### config.mk
export PLATFORM = sky130hd
export DESIGN_NAME = mc_control_fsm
export DESIGN_NICKNAME = d
export VERILOG_FILES = /design/src/rtl/mc_control_fsm.sv
export SDC_FILE = /design/constraint.sdc
export NUM_CORES = 1
export LEC_CHECK = 0
export ABC_AREA = 1
export BUFFER_PORTS_ARGS = -buffer_cell sky130_fd_sc_hd__buf_2
export CORE_UTILIZATION = 35
export DETAILED_ROUTE_END_ITERATION = 10
export HOLD_SLACK_MARGIN = 0.08
export PLACE_DENSITY_LB_ADDON = 0.08
export SYNTH_ARGS = -nofsm -noshare
export SYNTH_HDL_FRONTEND = slang
export SYNTH_SLANG_ARGS = --single-unit
### constraint.sdc
create_clock -name clk -period 2.14 [get_ports clk]
set_input_delay 0.321 -clock clk [delete_from_list [all_inputs] [get_ports clk]]
set_output_delay 0.321 -clock clk [all_outputs]
set_load 0.05 [all_outputs]
### src/rtl/mc_control_fsm.sv
// mc_control_fsm -- multi-cycle control unit with variable-latency memory
// handshakes.
//
// Sequences IF -> ID -> EX -> [MEM] -> [WB] for the supported instruction set,
// stalling in IF/MEM until the matching memory reports ready. A stall longer than
// WAIT_MAX cycles, or an undecodable instruction, parks the unit in FAULT until
// reset.
//
// Ports:
//   clk, rst             clock, asynchronous active-high reset
//   opcode, funct        IR fields
//   zero                 ALU zero flag (BEQ resolution)
//   imem_ready           instruction memory data valid
//   dmem_ready           data memory read valid / write accepted
//   imem_req, dmem_req   memory access requests
//   *_flag               datapath enables/selects
//   alu_op               ALU operation
//   alu_src_a/alu_src_b  ALU operand selects
//   pc_src               PC source select
//   instr_done           one-cycle retire strobe
//   fault                high while in FAULT
//   state_o              state encoding, for debug
//   cycle_cnt            (PERF_CNT_EN only) cycles spent outside FAULT
//   retired_cnt          (PERF_CNT_EN only) retired instructions
//
// Optional build macro: PERF_CNT_EN adds the cycle/retire counters.

`ifndef ALU_OPCODE
`define ALU_OPCODE 3:0
`endif
`ifndef ALU_AND
`define ALU_AND 4'd0
`endif
`ifndef ALU_OR
`define ALU_OR 4'd1
`endif
`ifndef ALU_ADD
`define ALU_ADD 4'd2
`endif
`ifndef ALU_SUB
`define ALU_SUB 4'd6
`endif
`ifndef ALU_DEFAULT
`define ALU_DEFAULT `ALU_ADD
`endif
`ifndef ALU_SRC_A
`define ALU_SRC_A 0:0
`endif
`ifndef ALU_SRC_A_PC
`define ALU_SRC_A_PC 1'b0
`endif
`ifndef ALU_SRC_A_REG1
`define ALU_SRC_A_REG1 1'b1
`endif
`ifndef ALU_SRC_B
`define ALU_SRC_B 1:0
`endif
`ifndef ALU_SRC_B_REG2
`define ALU_SRC_B_REG2 2'd0
`endif
`ifndef ALU_SRC_B_FOUR
`define ALU_SRC_B_FOUR 2'd1
`endif
`ifndef ALU_SRC_B_IMM
`define ALU_SRC_B_IMM 2'd2
`endif
`ifndef PC_SRC
`define PC_SRC 1:0
`endif
`ifndef PC_SRC_ALU
`define PC_SRC_ALU 2'd0
`endif
`ifndef PC_SRC_ALU_OUT
`define PC_SRC_ALU_OUT 2'd1
`endif
`ifndef PC_SRC_JUMP
`define PC_SRC_JUMP 2'd2
`endif

module mc_control_fsm #(
    parameter int unsigned OPCODE_W = 6,
    parameter int unsigned FUNCT_W  = 6,
    parameter int unsigned WAIT_MAX = 15,
    parameter int unsigned CNT_W    = 4
) (
    input  logic                clk,
    input  logic                rst,
    input  logic [OPCODE_W-1:0] opcode,
    input  logic [FUNCT_W-1:0]  funct,
    input  logic                zero,
    input  logic                imem_ready,
    input  logic                dmem_ready,
    output logic                imem_req,
    output logic                dmem_req,
    output logic                reg_dst_flag,
    output logic                alu_src_flag,
    output logic                mem_to_reg_flag,
    output logic                reg_write_flag,
    output logic                mem_read_flag,
    output logic                mem_write_flag,
    output logic                branch_flag,
    output logic                jump_flag,
    output logic                pc_write_flag,
    output logic                ir_write_flag,
    output logic                alu_out_write_flag,
    output logic                mem_data_write_flag,
    output logic                reg_data_write_flag,
    output logic [`ALU_OPCODE]  alu_op,
    output logic [`ALU_SRC_A]   alu_src_a,
    output logic [`ALU_SRC_B]   alu_src_b,
    output logic [`PC_SRC]      pc_src,
    output logic                instr_done,
    output logic                fault,
`ifdef PERF_CNT_EN
    output logic [31:0]         cycle_cnt,
    output logic [31:0]         retired_cnt,
`endif
    output logic [2:0]          state_o
);

    typedef enum logic [2:0] {
        S_IF    = 3'd0,
        S_ID    = 3'd1,
        S_EX    = 3'd2,
        S_MEM   = 3'd3,
        S_WB    = 3'd4,
        S_FAULT = 3'd7
    } state_e;

    localparam logic [OPCODE_W-1:0] OP_R    = OPCODE_W'(6'b000000);
    localparam logic [OPCODE_W-1:0] OP_J    = OPCODE_W'(6'b000010);
    localparam logic [OPCODE_W-1:0] OP_BEQ  = OPCODE_W'(6'b000100);
    localparam logic [OPCODE_W-1:0] OP_ADDI = OPCODE_W'(6'b001000);
    localparam logic [OPCODE_W-1:0] OP_ORI  = OPCODE_W'(6'b001101);
    localparam logic [OPCODE_W-1:0] OP_LW   = OPCODE_W'(6'b100011);
    localparam logic [OPCODE_W-1:0] OP_SW   = OPCODE_W'(6'b101011);

    localparam logic [FUNCT_W-1:0] FN_ADD = FUNCT_W'(6'b100000);
    localparam logic [FUNCT_W-1:0] FN_SUB = FUNCT_W'(6'b100010);
    localparam logic [FUNCT_W-1:0] FN_AND = FUNCT_W'(6'b100100);
    localparam logic [FUNCT_W-1:0] FN_OR  = FUNCT_W'(6'b100101);

    localparam logic [CNT_W-1:0] WAIT_LIMIT = CNT_W'(WAIT_MAX);

    state_e           state_q, state_d;
    logic [CNT_W-1:0] wait_cnt_q, wait_cnt_d;

    // Instruction decode
    logic             is_r, is_j, is_beq, is_addi, is_ori, is_lw, is_sw;
    logic             funct_ok, legal;
    logic [`ALU_OPCODE] r_alu_op;

    // ALU setup chosen in EX; WB presents the same values so the ALU result
    // stays stable while it is written back.
    logic [`ALU_OPCODE] ex_alu_op;
    logic [`ALU_SRC_B]  ex_src_b;
    logic               ex_alu_src;

    always_comb begin
        is_r    = (opcode == OP_R);
        is_j    = (opcode == OP_J);
        is_beq  = (opcode == OP_BEQ);
        is_addi = (opcode == OP_ADDI);
        is_ori  = (opcode == OP_ORI);
        is_lw   = (opcode == OP_LW);
        is_sw   = (opcode == OP_SW);

        funct_ok = 1'b1;
        r_alu_op = `ALU_ADD;
        case (funct)
            FN_ADD:  r_alu_op = `ALU_ADD;
            FN_SUB:  r_alu_op = `ALU_SUB;
            FN_AND:  r_alu_op = `ALU_AND;
            FN_OR:   r_alu_op = `ALU_OR;
            default: funct_ok = 1'b0;
        endcase

        legal = (is_r & funct_ok) | is_j | is_beq | is_addi | is_ori | is_lw | is_sw;

        ex_alu_op  = `ALU_ADD;
        ex_src_b   = `ALU_SRC_B_IMM;
        ex_alu_src = 1'b1;
        if (is_r) begin
            ex_alu_op  = r_alu_op;
            ex_src_b   = `ALU_SRC_B_REG2;
            ex_alu_src = 1'b0;
        end else if (is_beq) begin
            ex_alu_op  = `ALU_SUB;
            ex_src_b   = `ALU_SRC_B_REG2;
            ex_alu_src = 1'b0;
        end else if (is_ori) begin
            ex_alu_op  = `ALU_OR;
        end
    end

    always_ff @(posedge clk or posedge rst) begin
        if (rst) begin
            state_q    <= S_IF;
            wait_cnt_q <= '0;
        end else begin
            state_q    <= state_d;
            wait_cnt_q <= wait_cnt_d;
        end
    end

    always_comb begin
        state_d             = state_q;
        wait_cnt_d          = wait_cnt_q;
        imem_req            = 1'b0;
        dmem_req            = 1'b0;
        reg_dst_flag        = 1'b0;
        alu_src_flag        = 1'b0;
        mem_to_reg_flag     = 1'b0;
        reg_write_flag      = 1'b0;
        mem_read_flag       = 1'b0;
        mem_write_flag      = 1'b0;
        branch_flag         = 1'b0;
        jump_flag           = 1'b0;
        pc_write_flag       = 1'b0;
        ir_write_flag       = 1'b0;
        alu_out_write_flag  = 1'b0;
        mem_data_write_flag = 1'b0;
        reg_data_write_flag = 1'b0;
        alu_op              = `ALU_DEFAULT;
        alu_src_a           = `ALU_SRC_A_PC;
        alu_src_b           = `ALU_SRC_B_FOUR;
        pc_src              = `PC_SRC_ALU;
        instr_done          = 1'b0;
        fault               = 1'b0;

        // Outputs are forced to defaults while rst is high so an in-flight
        // memory request drops in the same cycle reset arrives.
        if (!rst) begin
            case (state_q)
                S_IF: begin
                    imem_req = 1'b1;
                    if (imem_ready) begin
                        ir_write_flag = 1'b1;
                        pc_write_flag = 1'b1;
                        state_d       = S_ID;
                    end else if (wait_cnt_q == WAIT_LIMIT) begin
                        state_d = S_FAULT;
                    end else if (wait_cnt_q != '1) begin
                        wait_cnt_d = wait_cnt_q + CNT_W'(1);
                    end
                end

                S_ID: begin
                    reg_data_write_flag = 1'b1;
                    if (!legal) begin
                        state_d = S_FAULT;
                    end else if (is_j) begin
                        jump_flag     = 1'b1;
                        pc_write_flag = 1'b1;
                        pc_src        = `PC_SRC_JUMP;
                        instr_done    = 1'b1;
                        state_d       = S_IF;
                    end else begin
                        state_d = S_EX;
                    end
                end

                S_EX: begin
                    alu_out_write_flag = 1'b1;
                    alu_src_a          = `ALU_SRC_A_REG1;
                    alu_src_b          = ex_src_b;
                    alu_src_flag       = ex_alu_src;
                    alu_op             = ex_alu_op;
                    if (is_beq) begin
                        alu_out_write_flag = 1'b0;
                        branch_flag        = 1'b1;
                        pc_write_flag      = zero;
                        instr_done         = 1'b1;
                        state_d            = S_IF;
                    end else if (is_r && funct_ok) begin
                        reg_dst_flag = 1'b1;
                        state_d      = S_WB;
                    end else if (is_addi || is_ori) begin
                        state_d = S_WB;
                    end else if (is_lw || is_sw) begin
                        state_d = S_MEM;
                    end else begin
                        state_d = S_FAULT;
                    end
                end

                S_MEM: begin
                    dmem_req       = 1'b1;
                    mem_read_flag  = is_lw;
                    mem_write_flag = is_sw;
                    if (dmem_ready) begin
                        if (is_lw) begin
                            mem_data_write_flag = 1'b1;
                            state_d             = S_WB;
                        end else begin
                            instr_done = 1'b1;
                            state_d    = S_IF;
                        end
                    end else if (wait_cnt_q == WAIT_LIMIT) begin
                        state_d = S_FAULT;
                    end else if (wait_cnt_q != '1) begin
                        wait_cnt_d = wait_cnt_q + CNT_W'(1);
                    end
                end

                S_WB: begin
                    reg_write_flag  = 1'b1;
                    mem_to_reg_flag = is_lw;
                    reg_dst_flag    = is_r;
                    alu_src_a       = `ALU_SRC_A_REG1;
                    alu_src_b       = ex_src_b;
                    alu_src_flag    = ex_alu_src;
                    alu_op          = ex_alu_op;
                    instr_done      = 1'b1;
                    state_d         = S_IF;
                end

                S_FAULT: begin
                    fault = 1'b1;
                end

                default: begin
                    state_d = S_FAULT;
                end
            endcase

            if (state_d != state_q) begin
                wait_cnt_d = '0;
            end
        end
    end

    assign state_o = state_q;

`ifdef PERF_CNT_EN
    logic [31:0] cycle_cnt_q, cycle_cnt_d;
    logic [31:0] retired_cnt_q, retired_cnt_d;

    always_comb begin
        cycle_cnt_d   = cycle_cnt_q;
        retired_cnt_d = retired_cnt_q;
        if (state_q != S_FAULT) begin
            cycle_cnt_d = cycle_cnt_q + 32'd1;
        end
        if (instr_done) begin
            retired_cnt_d = retired_cnt_q + 32'd1;
        end
    end

    always_ff @(posedge clk or posedge rst) begin
        if (rst) begin
            cycle_cnt_q   <= '0;
            retired_cnt_q <= '0;
        end else begin
            cycle_cnt_q   <= cycle_cnt_d;
            retired_cnt_q <= retired_cnt_d;
        end
    end

    assign cycle_cnt   = cycle_cnt_q;
    assign retired_cnt = retired_cnt_q;
`endif

endmodule
==> metrics.cfg <==
[grt]
grt_pass1_wl_um = 4229
grt_use_total = 0.2025
first_global_vias = 1007
overflow = 0
antenna_found_initial = 0
grt_max_degree = 17

[setup_path]
reg2reg_to = wait_cnt_q[3]
worst-setup-path-type = reg -> out
timing.reg2reg.setup_slack_ps = 450
r2r-start = wait_cnt_q[0]
worst_ep_required_time_ps = 1820
slowest_stage = dfrtp_2
slowest_delay_ps = 450
start_kind = flip-flop
crit_buf_inv = 4
cp_cell_sequence = nor2_4 -> inv_2 -> nor2_4 -> inv_2 -> a21oi_4 -> clkinvlp_4 -> a21oi_2 -> buf_6
crit_path_end_kind = output pin
path_delay_family = buffers and inverters
cp.arrival_ps = 1780
ff2ff_path_depth = 10
critPathMaxFanout = 7

[routing]
routed_wl_um = 2869
drc_errors = 0
vias = 1226
vias_per_cell = 5.087
drt-initial-drc-count = 26
wl_per_cell_um = 11.90
ant_nets = 0
firstDrtPassIters = 4

[die]
ios = 46
die_w_um = 53.75
start_util = 0.3749
rows = 18
fp.dieH_um = 53.75
die-area_um2 = 2889
core_um2 = 2500

[logic_synthesis]
yosysTopAreaCellShare = 0.1869
yosysTopAreaCell = dfrtp_1
syn_area_um2 = 937.1
netlist_instances = 161
async_reset_ff_frac = 1.000
ys.warnings.count = 0
synth_most_common_cell = nand2_1
ys.flop_type = dfrtp_1
synthDistinctLibCells = 26
synth-edff-count = 0
synthTopCellsByArea = dfrtp_1 (19%), nand2_1 (12%), nor2_1 (12%)
seq_area_frac_synth = 0.1869
synth-seq-cells = 7
synth_compound_area_frac = 0.1375
syn_area_per_cell_um2 = 5.821
synthMuxAreaShare = 0
yosys.area_share.simple = 0.4953
ys_top_cells_by_count = nand2_1 (31), nor2_1 (29), inv_1 (23)
synthAdderAreaFrac = 0.01335
synth_top_family_by_area = simple AND/OR/NAND/NOR gates
synth_xor_area_frac = 0.01869

[outcome]
status = finished clean

[power_and_ir_drop]
p_total_uw = 1539
power_density_nw_per_um2 = 1092
p_leak_uw = 0.0006998
pwr-share-clk = 0.080
power.internal_uw = 613.0
swShare = 0.6018
p_comb_frac = 0.753
power_switching_uw = 926.2
irDropWorstVdd_v = 0.0009441
pwr-share-seq = 0.167

[layout]
multi_input_area_um2 = 744.5
diodes = 0
area_growth_syn_to_layout_pct = 50.47
final_nets = 230
nFillCells = 262
drive_gt1_frac = 0.4265
ff_latch_area_um2 = 178.9

[sta]
setup_violations = 0
slew_viol_final = 0
period_minus_slack_ps = 2102
grt_setup_unrepaired = yes
post-route-period-util = 0.9823
clock.fmax_mhz = 475.7
fin_skew_ps = 2.843
report.final.hold_viol_count = 0
tns_ps = 0

[hold_path]
min-delay-path-class = in -> async

[clocking]
clk_latency_ps = 250
clock_path_buffers = 2
cts_tree = yes
clock-sinks = 7
clk_pin_slew_ps = 60
htreeDepth = 1
numCtsBuffers = 3
holdBufCountCts = 0
cts-root-buf = clkbuf_4

[run]
maxCapViolCount = 0

[placed_design]
routabilityCongestion = 0.8373
port-buffer-count = 43
hpwl_um = 2365

## flip-flops by register name, summed over array words and instances (netlist names)
signal	flops
wait_cnt_q	4
state_o	3
## worst max-delay path by stage
stage	from	to	slack (ps)	depth (start not counted)
floorplan	state_o[0]	alu_src_b[1]	-590	8
global placement	state_o[0]	alu_op[2]	220	8
detailed placement	state_o[0]	alu_op[2]	170	8
CTS	state_o[1]	instr_done	-6	6
global route	state_o[1]	alu_op[2]	-60	8
finish	state_o[1]	alu_op[2]	40	8
## routing by layer
layer  vias to the layer above  share of wire  track usage
met5                         -              0            0
met4                         0         0.0056      0.03070
met3                         2          0.060      0.04802
met2                        40           0.47       0.3313
met1                       566           0.47       0.2721
li1                        618              -            -
## layout make-up
cell class / count / area share
Inverter: 26 / 0.07365
Timing Repair Buffer: 51 / 0.2263
Sequential cell: 7 / 0.1269
Clock buffer: 4 / 0.01863
Multi-Input combinational cell: 123 / 0.5280
Tap cell: 30 / 0.02662
## cells in the final DEF (no fill, tap or decap), drive strengths merged, types with 2 or more instances in the layout
| cell | n |
|---|---|
| a21oi | 10 |
| a41oi | 2 |
| buf | 50 |
| clkbuf | 5 |
| conb | 2 |
| dfrtp | 7 |
| inv | 25 |
| nand2 | 32 |
| nand3 | 19 |
| nand4 | 4 |
| nor2 | 35 |
| nor3 | 6 |
| o21ai | 6 |
| xor2 | 2 |
## worst reg2reg max path, cell delays in order (launching register included)
cell     delay (ps)
dfrtp_1         410
ha_1            240
nand3_1         200
nand2_1          80
nand2_1          60
a21oi_1          40
nor2_1          150
nand4_1         110
nand2_1          90
nand3_2         100
a21oi_1         140
## power by group through the flow
stage	registers, uW	clock network, uW	logic (uW)
after floorplan	338	0	727
after global placement	248	0	1000
after detailed placement	252	0	1020
after CTS	256	128	1040
after global routing	264	139	1250
final	257	123	1160
## per-stage QoR
step           cell area, um2  std cells    util  hold WS, ps  setup slack [ps]
6_report                 1410        241  0.5641        332.7             37.90
5_1_grt                  1410        241  0.5641        367.1            -57.39
4_1_cts                  1340        237  0.5360        330.5            -5.859
3_5_place_dp             1285        233  0.5140        521.5             173.0
3_3_place_gp             1285        233  0.5140        505.4             216.6
2_1_floorplan            1044        162       -        361.0            -588.4
## cell families (layout without fill, tap and decap cells)
logic type               Yosys count  after routing
AO/OA/AOI/OAI                     21             21
buffers and inverters             32             81
XOR/XNOR                           2              2
flip-flops                         7              7
other                              1              2
AND/OR/NAND/NOR                   97             97
adder cells (fa/ha/maj)            1              1
## repair_timing
action,in CTS,in global routing
setup buffers,0,4
gates resized for setup,9,12
pin swaps,1,4
endpoints found under the setup margin,5,8
No activity file was read; power rests on OpenSTA's default activity.
